**config.mk**
```make
export PLATFORM = sky130hd
export DESIGN_NAME = edf_ic_nest
export DESIGN_NICKNAME = d
export VERILOG_FILES = /design/src/rtl/edf_pkg.sv /design/src/rtl/edf_nest_stack.sv /design/src/rtl/irq_gateway.sv /design/src/rtl/edf_ic_nest.sv
export SDC_FILE = /design/constraint.sdc
export NUM_CORES = 2
export LEC_CHECK = 0
export CORE_MARGIN = 2
export CORE_UTILIZATION = 65
export DETAILED_ROUTE_END_ITERATION = 8
export GPL_TIMING_DRIVEN = 0
export PLACE_DENSITY = 0.91
export SLEW_MARGIN = 20
export SYNTH_ARGS = -nofsm -noshare
export SYNTH_HDL_FRONTEND = slang
export SYNTH_SLANG_ARGS = --single-unit
```
**constraint.sdc**
```tcl
create_clock -name clk_i -period 31.2 [get_ports clk_i]
set_input_delay 6.24 -clock clk_i [delete_from_list [all_inputs] [get_ports clk_i]]
set_output_delay 6.24 -clock clk_i [all_outputs]
set_load 0.01 [all_outputs]
```
**src/rtl/edf_pkg.sv**
```systemverilog
// Shared types, control-word layout and wrap-safe deadline ordering for the
// nesting EDF interrupt controller.
package edf_pkg;

    localparam int unsigned CtrlIe       = 0;
    localparam int unsigned CtrlIp       = 1;
    localparam int unsigned CtrlTrigType = 2;
    localparam int unsigned CtrlTrigPol  = 3;
    localparam int unsigned CtrlMiss     = 4;

    localparam logic WordCtrl = 1'b0;
    localparam logic WordRdl  = 1'b1;

    // Member order makes the packed value identical to ctrl word bits [4:0].
    typedef struct packed {
        logic miss;
        logic trig_pol;
        logic trig_type;
        logic ip;
        logic ie;
    } line_t;

    // a is earlier than b when (a - b) is negative in a width-bit ring.
    function automatic logic dl_before(input logic [31:0] a, input logic [31:0] b,
                                       input int unsigned width);
        logic [31:0] diff;
        logic [4:0]  msb;
        diff = a - b;
        msb  = 5'(width - 1);
        return diff[msb];
    endfunction

endpackage

```
**src/rtl/edf_nest_stack.sv**
```systemverilog
// LIFO of in-service {id, deadline} entries; a simultaneous pop and push
// replaces the top entry in place.
module edf_nest_stack #(
    parameter  int unsigned Depth     = 4,
    parameter  int unsigned DataWidth = 27,
    localparam int unsigned LvlWidth  = $clog2(Depth + 1),
    localparam int unsigned PtrWidth  = $clog2(Depth)
) (
    input  logic                 clk_i,
    input  logic                 rst_ni,
    input  logic                 push,
    input  logic                 pop,
    input  logic [DataWidth-1:0] push_data,
    output logic [DataWidth-1:0] top,
    output logic                 full,
    output logic                 empty,
    output logic [LvlWidth-1:0]  level
);

    logic [DataWidth-1:0] mem [Depth];
    logic [LvlWidth-1:0]  count;
    logic [PtrWidth-1:0]  top_ptr, free_ptr;

    assign top_ptr  = PtrWidth'(count - LvlWidth'(1));
    assign free_ptr = PtrWidth'(count);
    assign empty    = (count == '0);
    assign full     = (count == LvlWidth'(Depth));
    assign level    = count;
    assign top      = empty ? '0 : mem[top_ptr];

    always_ff @(posedge clk_i or negedge rst_ni) begin
        if (!rst_ni) begin
            count <= '0;
            for (int i = 0; i < Depth; i++) mem[i] <= '0;
        end else if (pop && !empty) begin
            if (push) mem[top_ptr] <= push_data;
            else      count <= count - LvlWidth'(1);
        end else if (push && !full) begin
            mem[free_ptr] <= push_data;
            count         <= count + LvlWidth'(1);
        end
    end

endmodule

```
**src/rtl/irq_gateway.sv**
```systemverilog
// Per-line source conditioning: level mode passes the active level through,
// edge mode emits a one-cycle pulse on the active transition.
module irq_gateway #(
    parameter int unsigned NrIrqs = 8
) (
    input  logic              clk_i,
    input  logic              rst_ni,
    input  logic [NrIrqs-1:0] irq_i,
    input  logic [NrIrqs-1:0] trig_type,
    input  logic [NrIrqs-1:0] trig_pol,
    output logic [NrIrqs-1:0] pulse
);

    logic [NrIrqs-1:0] irq_prev;

    always_ff @(posedge clk_i or negedge rst_ni) begin
        if (!rst_ni) irq_prev <= '0;
        else         irq_prev <= irq_i;
    end

    for (genvar gi = 0; gi < NrIrqs; gi++) begin : g_line
        logic rise, fall;
        assign rise      = irq_i[gi] & ~irq_prev[gi];
        assign fall      = ~irq_i[gi] & irq_prev[gi];
        assign pulse[gi] = trig_type[gi] ? (trig_pol[gi] ? fall : rise)
                                         : (irq_i[gi] ^ trig_pol[gi]);
    end

endmodule

```
**src/rtl/edf_ic_nest.sv**
```systemverilog
// EDF interrupt controller with claim/complete nesting: only a strictly
// earlier deadline than the innermost in-service one is offered to the core.
module edf_ic_nest import edf_pkg::*; #(
    parameter  int unsigned NrIrqs     = 8,
    parameter  int unsigned TsWidth    = 24,
    parameter  int unsigned TsClip     = 4,
    parameter  int unsigned NestDepth  = 4,
    localparam int unsigned IdWidth    = $clog2(NrIrqs),
    localparam int unsigned OutTsWidth = TsWidth + TsClip,
    localparam int unsigned LvlWidth   = $clog2(NestDepth + 1)
) (
    input  logic                  clk_i,
    input  logic                  rst_ni,
    input  logic                  cfg_req_i,
    input  logic                  cfg_we_i,
    input  logic [31:0]           cfg_addr_i,
    input  logic [31:0]           cfg_wdata_i,
    output logic [31:0]           cfg_rdata_o,
    input  logic [63:0]           mtime_i,
    input  logic [NrIrqs-1:0]     irq_i,
    output logic                  irq_valid_o,
    output logic [IdWidth-1:0]    irq_id_o,
    output logic [OutTsWidth-1:0] irq_dl_o,
    input  logic                  irq_claim_i,
    input  logic                  irq_complete_i,
    output logic                  miss_o,
    output logic [LvlWidth-1:0]   nest_lvl_o
);

    logic [TsWidth-1:0]       now;
    logic [IdWidth-1:0]       cfg_line;
    logic                     cfg_word, cfg_line_ok;
    line_t                    line_state [NrIrqs];
    logic [TsWidth-1:0]       rdl_state  [NrIrqs];
    logic [TsWidth-1:0]       adl_state  [NrIrqs];
    logic [NrIrqs-1:0]        trig_type, trig_pol, gw_pulse, cand, miss_vec;
    logic                     best_valid, win_valid, blank, claim_fire, offer;
    logic [IdWidth-1:0]       best_id, win_id;
    logic [TsWidth-1:0]       best_dl, win_dl, top_adl;
    logic [IdWidth+TsWidth-1:0] top_data;
    logic                     stk_full, stk_empty;
    logic                     unused_bits;

    assign now         = mtime_i[TsWidth+TsClip-1:TsClip];
    assign cfg_line    = cfg_addr_i[IdWidth+2:3];
    assign cfg_word    = cfg_addr_i[2];
    assign cfg_line_ok = (32'(cfg_line) < NrIrqs);
    assign unused_bits = ^{mtime_i, cfg_addr_i, cfg_wdata_i, top_data};

    irq_gateway #(.NrIrqs(NrIrqs)) u_gateway (
        .clk_i     (clk_i),
        .rst_ni    (rst_ni),
        .irq_i     (irq_i),
        .trig_type (trig_type),
        .trig_pol  (trig_pol),
        .pulse     (gw_pulse)
    );

    for (genvar gi = 0; gi < NrIrqs; gi++) begin : g_line
        line_t              line;
        logic [TsWidth-1:0] rdl, adl;
        logic               late, overdue, wr_ctrl, wr_rdl, claim_clr, stamp;

        assign wr_ctrl   = cfg_req_i & cfg_we_i & cfg_line_ok
                           & (cfg_line == IdWidth'(gi)) & (cfg_word == WordCtrl);
        assign wr_rdl    = cfg_req_i & cfg_we_i & cfg_line_ok
                           & (cfg_line == IdWidth'(gi)) & (cfg_word == WordRdl);
        assign claim_clr = claim_fire & (win_id == IdWidth'(gi));
        // Deadline is stamped only on a 0->1 pend so a held level cannot slide it.
        assign stamp     = ~claim_clr & ~line.ip
                           & (gw_pulse[gi] | (wr_ctrl & cfg_wdata_i[CtrlIp]));
        assign overdue   = line.ie & line.ip
                           & (dl_before(32'(adl), 32'(now), TsWidth) | (adl == now));

        always_ff @(posedge clk_i or negedge rst_ni) begin
            if (!rst_ni) begin
                line <= '0;
                rdl  <= '0;
                adl  <= '0;
                late <= 1'b0;
            end else begin
                late <= overdue;
                if (wr_ctrl) begin
                    line.ie        <= cfg_wdata_i[CtrlIe];
                    line.trig_type <= cfg_wdata_i[CtrlTrigType];
                    line.trig_pol  <= cfg_wdata_i[CtrlTrigPol];
                end
                if (claim_clr)         line.ip <= 1'b0;
                else if (gw_pulse[gi]) line.ip <= 1'b1;
                else if (wr_ctrl)      line.ip <= cfg_wdata_i[CtrlIp];
                // Miss is raised once on entering the overdue state, so a clear sticks.
                if (overdue && !late)                      line.miss <= 1'b1;
                else if (wr_ctrl && cfg_wdata_i[CtrlMiss]) line.miss <= 1'b0;
                if (wr_rdl) rdl <= cfg_wdata_i[TsWidth-1:0];
                if (stamp)  adl <= now + rdl;
            end
        end

        assign line_state[gi] = line;
        assign rdl_state[gi]  = rdl;
        assign adl_state[gi]  = adl;
        assign trig_type[gi]  = line.trig_type;
        assign trig_pol[gi]   = line.trig_pol;
        assign cand[gi]       = line.ie & line.ip;
        assign miss_vec[gi]   = line.miss;
    end

    always_comb begin
        cfg_rdata_o = '0;
        if (cfg_req_i && !cfg_we_i && cfg_line_ok) begin
            if (cfg_word == WordCtrl)
                cfg_rdata_o = {{(32-$bits(line_t)){1'b0}}, line_state[cfg_line]};
            else
                cfg_rdata_o = 32'(rdl_state[cfg_line]);
        end
    end

    // Priority scan: strict "before" keeps the lowest id on equal deadlines.
    always_comb begin
        best_valid = 1'b0;
        best_id    = '0;
        best_dl    = '0;
        for (int i = 0; i < NrIrqs; i++) begin
            if (cand[i] && (!best_valid
                            || dl_before(32'(adl_state[i]), 32'(best_dl), TsWidth))) begin
                best_valid = 1'b1;
                best_id    = IdWidth'(i);
                best_dl    = adl_state[i];
            end
        end
    end

    always_ff @(posedge clk_i or negedge rst_ni) begin
        if (!rst_ni) begin
            win_valid <= 1'b0;
            win_id    <= '0;
            win_dl    <= '0;
            blank     <= 1'b0;
        end else begin
            win_valid <= best_valid;
            win_id    <= best_id;
            win_dl    <= best_dl;
            blank     <= claim_fire;
        end
    end

    edf_nest_stack #(.Depth(NestDepth), .DataWidth(IdWidth + TsWidth)) u_stack (
        .clk_i     (clk_i),
        .rst_ni    (rst_ni),
        .push      (claim_fire),
        .pop       (irq_complete_i),
        .push_data ({win_id, win_dl}),
        .top       (top_data),
        .full      (stk_full),
        .empty     (stk_empty),
        .level     (nest_lvl_o)
    );

    assign top_adl     = top_data[TsWidth-1:0];
    assign offer       = win_valid & ~stk_full & ~blank
                         & (stk_empty | dl_before(32'(win_dl), 32'(top_adl), TsWidth));
    assign claim_fire  = irq_claim_i & offer;
    assign irq_valid_o = offer;
    assign irq_id_o    = win_id;
    assign irq_dl_o    = OutTsWidth'(win_dl) << TsClip;
    assign miss_o      = |miss_vec;

endmodule

```
==> impl_metrics.ini <==
[outcome]
status = complete, no violations

[placed_design]
dp_hpwl_um = 97500
pre_cts_slack_ps = 4030
portBuffers = 117
dp.cells = 5066
routabilityCongestion = 1.02

[power]
leakage_nw = 22.0
power.switching_w = 0.00238
pwr-share-clk_pct = 15.5
finalPower_w = 0.00520
vdd_drop_max_v = 0.0000668
p_seq_share_pct = 25.2
switching_share_pct = 45.8
p_comb_share_pct = 59.3
intPower_w = 0.00282
powerDensity_nw_per_um2 = 112

[synth]
synth-seq-cells = 568
async_reset_ff_share_pct = 100
synth_edf_count = 0
syn_area_um2 = 41700
synth_cells = 4086
yosysUniqueCellTypes = 83
ys.flop_type = dfrtp_1
yosys_warnings = 0
syn_avg_cell_area_um2 = 10.2
yosysSeqAreaShare_pct = 34.1

[die]
chipWidth_um = 257
die-area_um2 = 66200
rows = 92
dieHeight_um = 257
start_util_pct = 65.9
core_um2 = 63300
io_pins = 210

[clock_network]
post_cts_buffers = 0
hold_buffers = 0
cts_tree = built
cts_buffers = 66
cts-root-buf = clkbuf_16
h-tree-depth = 3
cts.sinks = 568
clock_path_buffers = 3
cts_resized = 0
clk_latency_ps = 640
path_clk_slew_ps = 60

[critical_path]
crit_path_top_delay_cell = nor4_1
critical_path_required_ps = 31720
cp_max_fo = 10
end_kind = flip-flop
startpoint_type = flip-flop
max_stage_delay_ps = 900
critical_path_class = reg2reg
crit_top_cell = a21oi_1
r2r-start = g_line[0].line[1]$_DFFE_PN0P_
critPathLaunch = g_line[0].line[1]$_DFFE_PN0P_
arrival_ps = 29680

[detailed_routing]
dr_total_vias = 34800
wire_per_inst_um = 25.2
first_pass_iters = 9
viasPerCell = 6.71
drtIter0Drc = 4208
ant_nets = 0
drt-total-wl_um = 130000
drc = 0

[sta]
timing.final.ws_setup_ps = 2040
grt_setup_unrepaired = no
skew_ps = 29.0
max_freq_ghz = 0.0343
drv_slew = 0
hold_viol = 0
post-route-period-util_pct = 93.4
fin_crit_ps = 29160
setup_viol = 0
tns_ps = 0
relSlewSlack_pct = 21.3
worst_slew_pin_slew_ps = 1180

[layout]
final_util_pct = 73.3
drive_gt1_share_pct = 16.5
n_antenna_cell = 0
mostFrequentLayoutCell = dfrtp_1
fin_nets = 4985
area_growth_pct = 11.2
stdcell_count = 5179
final_cell_mix = 568 x dfrtp_1, 547 x ha_1, 459 x mux2_2

[global_route]
antenna_found_initial = 2
first_global_vias = 35500
grt_max_degree = 103
grt_pass1_wl_um = 200000
track_usage_pct = 39.1
grt_overflow = 0

[flow_run]
cap_violations = 0

[min_path]
min-delay-start = g_line[5].late$_DFF_PN0_
hp-class = reg2reg
## per-stage QoR
stage | hold slack [ps] | cell area [um2]
2_1_floorplan | 405 | 41800
3_3_place_gp | 409 | 44000
3_5_place_dp | 415 | 44200
4_1_cts | 424 | 46400
5_1_grt | 433 | 46400
6_report | 426 | 46400
## final timing paths
| kind | endpoint | slack (ps) | cells past startpoint |
|---|---|---|---|
| setup reg to reg | win_dl[13]$_DFF_PN0_ | 2040 | 102 |
| setup / recovery | win_dl[13]$_DFF_PN0_ | 2040 | 102 |
| max in group asynchronous | u_stack.mem[60]$_DFFE_PN0P_ | 24300 | 3 |
| hold reg to reg | g_line[5].line[4]$_DFFE_PN0P_ | 430 | 1 |
| min in group asynchronous | g_line[0].rdl[13]$_DFFE_PN0P_ | 5540 | 1 |
| hold / removal | g_line[5].line[4]$_DFFE_PN0P_ | 430 | 1 |
## worst max-delay path, delay by kind of cell, from the launching register on
kind | cells | cell delay (ps)
adders and majority gates | 7 | 2070
and+or+nand+nor | 34 | 8560
xor gates and xnor gates | 4 | 830
AOI/OAI and AO/OA | 39 | 10750
buffers and inverters | 15 | 5200
DFF | 1 | 490
muxes | 3 | 1030
## layer usage
layer / vias to the layer above / routed length, um / track usage (%)
met2: 2268 / 57000 / 59.6
met3: 660 / 14900 / 11.7
met5: - / 44 / 0
li1: 15000 / - / -
met4: 6 / 10100 / 26.3
met1: 16800 / 48400 / 48.1
## power by group through the flow
stage	Combinational (W)	Clock [W]	Sequential, W
finish	0.00308	0.000807	0.00131
detailed placement	0.00290	0	0.00130
floorplan	0.00210	0	0.00120
global route	0.00332	0.000833	0.00133
CTS	0.00298	0.000803	0.00129
global placement	0.00273	0	0.00128
## synth_stat cells, types with 29 or more instances
master    number  area [um2]
mux2_2       459        5170
ha_1         547        6840
nand4_1       64         400
nor2b_1       60         375
mux4_2        88        1980
o21bai_1      61         458
nand3_1       33         165
mux2i_1      103        1030
xnor2_1      127        1110
a21oi_1      320        1600
a21boi_0      29         218
xor2_1        40         350
inv_1        341        1280
dfrtp_1      568       14200
nand2b_1      47         294
o21ai_0      255        1280
nand2_1      282        1060
nor2_1       231         867
a21o_1        86         646
clkbuf_1      88         330
## state kept, by name (all words and copies together) (netlist names), 3 cells and up
signal,flops
irq_id_o,3
u_stack.level,3
g_line.line,40
win_dl,24
g_line.rdl,192
u_stack.mem,96
g_line.late,8
g_line.adl,192
u_gateway.irq_prev,8
## final cells by class
cell class / count / area (um2)
multi-input combinational: 3059 / 25700
fill: 4053 / 16900
sequential: 568 / 14200
clock buffer: 89 / 1920
timing repair buffer: 123 / 1340
inverter: 341 / 1280
tap: 846 / 1060
buffer: 129 / 561
clock inverter: 24 / 294
## kinds of logic after synthesis
| group | after synthesis | synth area share (%) |
|---|---|---|
| compound gates | 852 | 12.1 |
| simple gates | 815 | 9.20 |
| mux | 653 | 19.7 |
| flops | 568 | 34.1 |
| fa+ha+maj | 555 | 16.8 |
| buf+inv | 470 | 4.40 |
| xor+xnor | 172 | 3.70 |
| other cells | 1 | 0.00899 |
Power figures use the tool's default switching activity.
